[src/rtl/mod_updown_counter.sv]
// Up/down modulo counter with run-time limit, parallel load, wrap/saturate mode,
// registered terminal-count pulse and sticky overflow flag.
module mod_updown_counter #(
    parameter int unsigned WIDTH   = 7,
    parameter int unsigned RST_VAL = 0
) (
    input  logic             clk,
    input  logic             rst,
    input  logic             en,
    input  logic             up_dn,
    input  logic             sat,
    input  logic [WIDTH-1:0] max_val,
    input  logic             load,
    input  logic [WIDTH-1:0] load_val,
    input  logic             ovf_clr,
    output logic [WIDTH-1:0] count,
    output logic             tc,
    output logic             ovf
);

    localparam logic [WIDTH-1:0] W_RST = WIDTH'(RST_VAL);
    localparam logic [WIDTH-1:0] W_ONE = WIDTH'(1);

    logic [WIDTH-1:0] r_count;
    logic             r_tc;
    logic             r_ovf;

    logic [WIDTH-1:0] w_count_nxt;
    logic             w_tc_nxt;
    logic             w_ovf_set;
    logic [WIDTH-1:0] w_inc;
    logic [WIDTH-1:0] w_dec;

    assign w_inc = r_count + W_ONE;
    assign w_dec = r_count - W_ONE;

    always_comb begin
        w_count_nxt = r_count;
        w_tc_nxt    = 1'b0;
        w_ovf_set   = 1'b0;
        if (load) begin
            w_count_nxt = (load_val > max_val) ? max_val : load_val;
        end else if (en) begin
            if (up_dn) begin
                if (r_count < max_val) begin
                    w_count_nxt = w_inc;
                    w_tc_nxt    = (w_inc == max_val);
                end else begin
                    // At or above the limit (including after a max_val reduction).
                    w_count_nxt = sat ? max_val : '0;
                    w_ovf_set   = 1'b1;
                end
            end else begin
                if (r_count > max_val) begin
                    w_count_nxt = max_val;
                    w_tc_nxt    = 1'b1;
                end else if (r_count != '0) begin
                    w_count_nxt = w_dec;
                    w_tc_nxt    = (w_dec == '0);
                end else begin
                    w_count_nxt = sat ? '0 : max_val;
                    w_ovf_set   = 1'b1;
                end
            end
        end
    end

    always_ff @(posedge clk) begin
        if (rst) begin
            r_count <= W_RST;
            r_tc    <= 1'b0;
            r_ovf   <= 1'b0;
        end else begin
            r_count <= w_count_nxt;
            r_tc    <= w_tc_nxt;
            // A set in the same cycle as a clear takes precedence.
            r_ovf   <= w_ovf_set | (r_ovf & ~ovf_clr);
        end
    end

    assign count = r_count;
    assign tc    = r_tc;
    assign ovf   = r_ovf;

endmodule

[config.mk]
export PLATFORM = sky130hd
export DESIGN_NAME = mod_updown_counter
export DESIGN_NICKNAME = d
export VERILOG_FILES = /design/src/rtl/mod_updown_counter.sv
export SDC_FILE = /design/constraint.sdc
export NUM_CORES = 1
export LEC_CHECK = 0
export ABC_AREA = 1
export CELL_PAD_IN_SITES_DETAIL_PLACEMENT = 0
export CELL_PAD_IN_SITES_GLOBAL_PLACEMENT = 1
export CORE_ASPECT_RATIO = 0.5
export CORE_MARGIN = 10
export CORE_UTILIZATION = 40
export CTS_CLUSTER_DIAMETER = 80
export DETAILED_ROUTE_END_ITERATION = 8
export GPL_TIMING_DRIVEN = 0
export PLACE_DENSITY_LB_ADDON = 0.1
export SLEW_MARGIN = 20
export SYNTH_ARGS = -nofsm -noshare
export SYNTH_HDL_FRONTEND = slang
export SYNTH_SLANG_ARGS = --single-unit
[constraint.sdc]
create_clock -name clk -period 3.4 [get_ports clk]
set_clock_uncertainty 0.15 [all_clocks]
set_input_delay 0.51 -clock clk [delete_from_list [all_inputs] [get_ports clk]]
set_output_delay 0.51 -clock clk [all_outputs]
set_load 0.01 [all_outputs]
==> impl_results.md <==
* Status: completed
* Tcrit/Tclk final at 81.6%
* Syn avg cell area at 6.16 um^2
* Post-Syn Nets at 309
* CTS buffer count at 3
* Synth warn at 0
* Simple-Gate Fraction of Synth Area at 43.7%
* Drt first-iter violations at 115
* Combinational Power Share at 61.0%
* Worst slack at placement at 415 ps
* Yosys reg bits at 9
* Total wire length at 5050 um
* Initial core utilization at 42.1%
* Max Slew Vio Count at 0
* Hold Crit Class: register to register
* CTS tree: built
* Antenna viol nets, final at 0
* Critical path type: primary input to register
* Post-CTS Setup Bufs at 0
* Clk sink count at 9
* Post-synthesis cell area at 1670 um^2
* Clock-pin slew on the worst setup and hold paths at 50 ps
* Final setup viols at 0
* CP Capture Type: register
* Switch Pwr at 0.300 mW
* # port buffers at 28
* Antenna diodes at 0
* Setup_tns at 0 ps
* Critical Path AT at 2750 ps
* Worst endpoint required time at 3370 ps
* Max cap viols at 0
* Power Density at 323 nW/um^2
* Share of cells above drive strength 1 at 11.9%
* Worst-Margin Slew at 448 ps
* Drt drc at 0
* Largest family of logic cells by synthesized area: simple AND/OR/NAND/NOR gates
* Share of flip-flops with an asynchronous set or reset at 0%
* Rel. slew slack at 70.0%
* Top FF cell, synth: dfxtp_1
* Reg power frac at 19.7%
* # nets final at 342
* RSZ-0062 raised after global routing: false
* H-Tree Depth at 1
* Post-synthesis cell count at 271
* Rows at 16
* Die height at 65.7 um
* Compound-cell area share of the yosys netlist at 16.4%
* Unique cell type count in the Yosys netlist at 35
* Synth Area in Adders at 12.7%
* Root Buffer: clkbuf_8
* Mux share of post-synthesis cell area at 0%
* CP Launch Type: primary input
* Num ports at 30
* Via count at 1806
* First-pass GRT wire length at 8310 um
* VDD IR max at 0.000142 V
* Via/cell ratio at 5.06
* Clock power frac at 19.3%
* GP Congestion at 0.904
* CP max FO at 10
* Final hold viol count at 0
* Clk Latency, worst-skew pair at 240 ps
* CTS max path bufs at 2
* Initial antenna violation count at 0
* Number of flops mapped to enable cells by yosys at 0
* GRT Overall Usage at 13.7%
* LEAKAGE at 0.987 nW
* Fmax at 360 MHz
* Wire per inst at 14.1 um
* Hold-fix buffers, CTS at 0
* Sw Ratio at 45.0%
* Pin count of the biggest net entering global routing at 11
* Number of global-route vias before repair at 1626
* Post-route minimum period at 2770 ps
* Die Area at 7320 um^2
* Detailed Place HPWL at 4290 um
* Final worst slack at 626 ps
* Synth Area in XOR/XNOR at 4.72%
* Post-CTS sizing at 0
* Core ar. at 3960 um^2
* 1st-pass router iterations at 4
* Register area share after synthesis at 10.8%
* Int Pwr at 0.366 mW
* Overflow left after global routing at 0
* Area Growth Syn to Fin at 23.5%
* DIE WIDTH at 111 um
## worst paths after layout
| check | from | end | slack, ps | cells past startpoint |
|---|---|---|---|---|
| max reg2reg | count[6] | count[5] | 1210 | 10 |
| min | ovf | ovf | 320 | 2 |
| min reg2reg | ovf | ovf | 320 | 2 |
| max | max_val[6] | count[2] | 630 | 12 |
## state kept, by name (all words and copies together) (netlist names)
signal	cells
tc	1
ovf	1
count	7
## cells in the final DEF, fill, tap and decap left out, types with 3 or more instances in the layout
master           instances
clkinv_1                 3
nor2_1                  19
nand4_1                  6
a21oi_2                  8
o21ai_0                  9
clkdlybuf4s50_1         28
o21ai_1                  5
o21ai_2                  3
nand3_1                 27
ha_1                    17
nand2_1                 88
xor2_1                   9
a21oi_1                 17
nand2_4                  3
dfxtp_1                  9
inv_1                   22
buf_4                    3
clkbuf_8                 4
## worst max-delay path, stage by stage
cell and delay [ps]:
clkdlybuf4s50_1 640, inv_1 130, ha_1 310, nand2_1 90, nor2_2 180, nand4_2 240
nand2_4 210, nand2_1 100, nand2_1 70, nand3_1 110, nand2_1 100, a21oi_1 50
## power groups by stage
stage / logic (mW) / registers (mW) / clock network, mW
6_report: 0.406 / 0.131 / 0.128
5_1_grt: 0.455 / 0.133 / 0.137
4_1_cts: 0.406 / 0.131 / 0.130
3_5_place_dp: 0.403 / 0.133 / 0
3_3_place_gp: 0.400 / 0.133 / 0
2_1_floorplan: 0.284 / 0.133 / 0
## metal layers
| layer | share of wire, % | routed length (um) | vias up | track usage, % |
|---|---|---|---|---|
| met5 | 0 | 0 | - | 0 |
| met4 | 0.91 | 46 | 0 | 4.14 |
| met3 | 5.8 | 293 | 4 | 1.45 |
| met2 | 40 | 2020 | 42 | 19.7 |
| met1 | 53 | 2690 | 803 | 20.4 |
| li1 | - | - | 957 | - |
## per-stage QoR
stage,instance area (um^2),total power [mW],hold WS (ps),util [%],cells
finish,2060,0.666,315,52.1,357
global route,2060,0.725,346,52.1,357
CTS,2060,0.667,317,52.1,357
detailed placement,2020,0.536,314,50.9,353
global placement,2020,0.533,303,50.9,353
floorplan,1670,0.418,331,-,271
## cell usage after synthesis (2+ instances only)
cell type / count / share of area (%)
nand2_1: 88 / 20
o21ai_1: 5 / 1.5
nor2_1: 19 / 4.3
inv_1: 22 / 4.9
dfxtp_1: 9 / 11
buf_12: 2 / 2.4
ha_1: 17 / 13
clkinv_1: 3 / 0.67
buf_4: 3 / 1.3
o21ai_0: 9 / 2.7
nand3_1: 27 / 8.1
nand2_4: 3 / 2.0
a21oi_2: 8 / 4.2
nand4_1: 6 / 2.2
o21ai_2: 3 / 1.6
a21oi_1: 17 / 5.1
nand3b_1: 2 / 0.90
nand2_2: 2 / 0.75
nor2_2: 2 / 0.75
xor2_1: 9 / 4.7
## area by class of cell
class / instances / area [um^2]
clock buffers: 4 / 45.0
repair buffers: 28 / 280
flip-flops and latches: 9 / 180
fillers: 448 / 1900
well taps: 54 / 67.6
inverters: 26 / 97.6
multi-input cells: 227 / 1290
plain buffers: 9 / 97.6
## cells by family (layout without fill, tap and decap cells)
| logic type | Yosys count | count (layout) |
|---|---|---|
| compound gates | 45 | 45 |
| xor+xnor | 9 | 9 |
| fa+ha+maj | 17 | 17 |
| buf+inv | 35 | 67 |
| flops | 9 | 9 |
| simple gates | 156 | 156 |
Note: power is estimated with default switching activity, not from simulation.
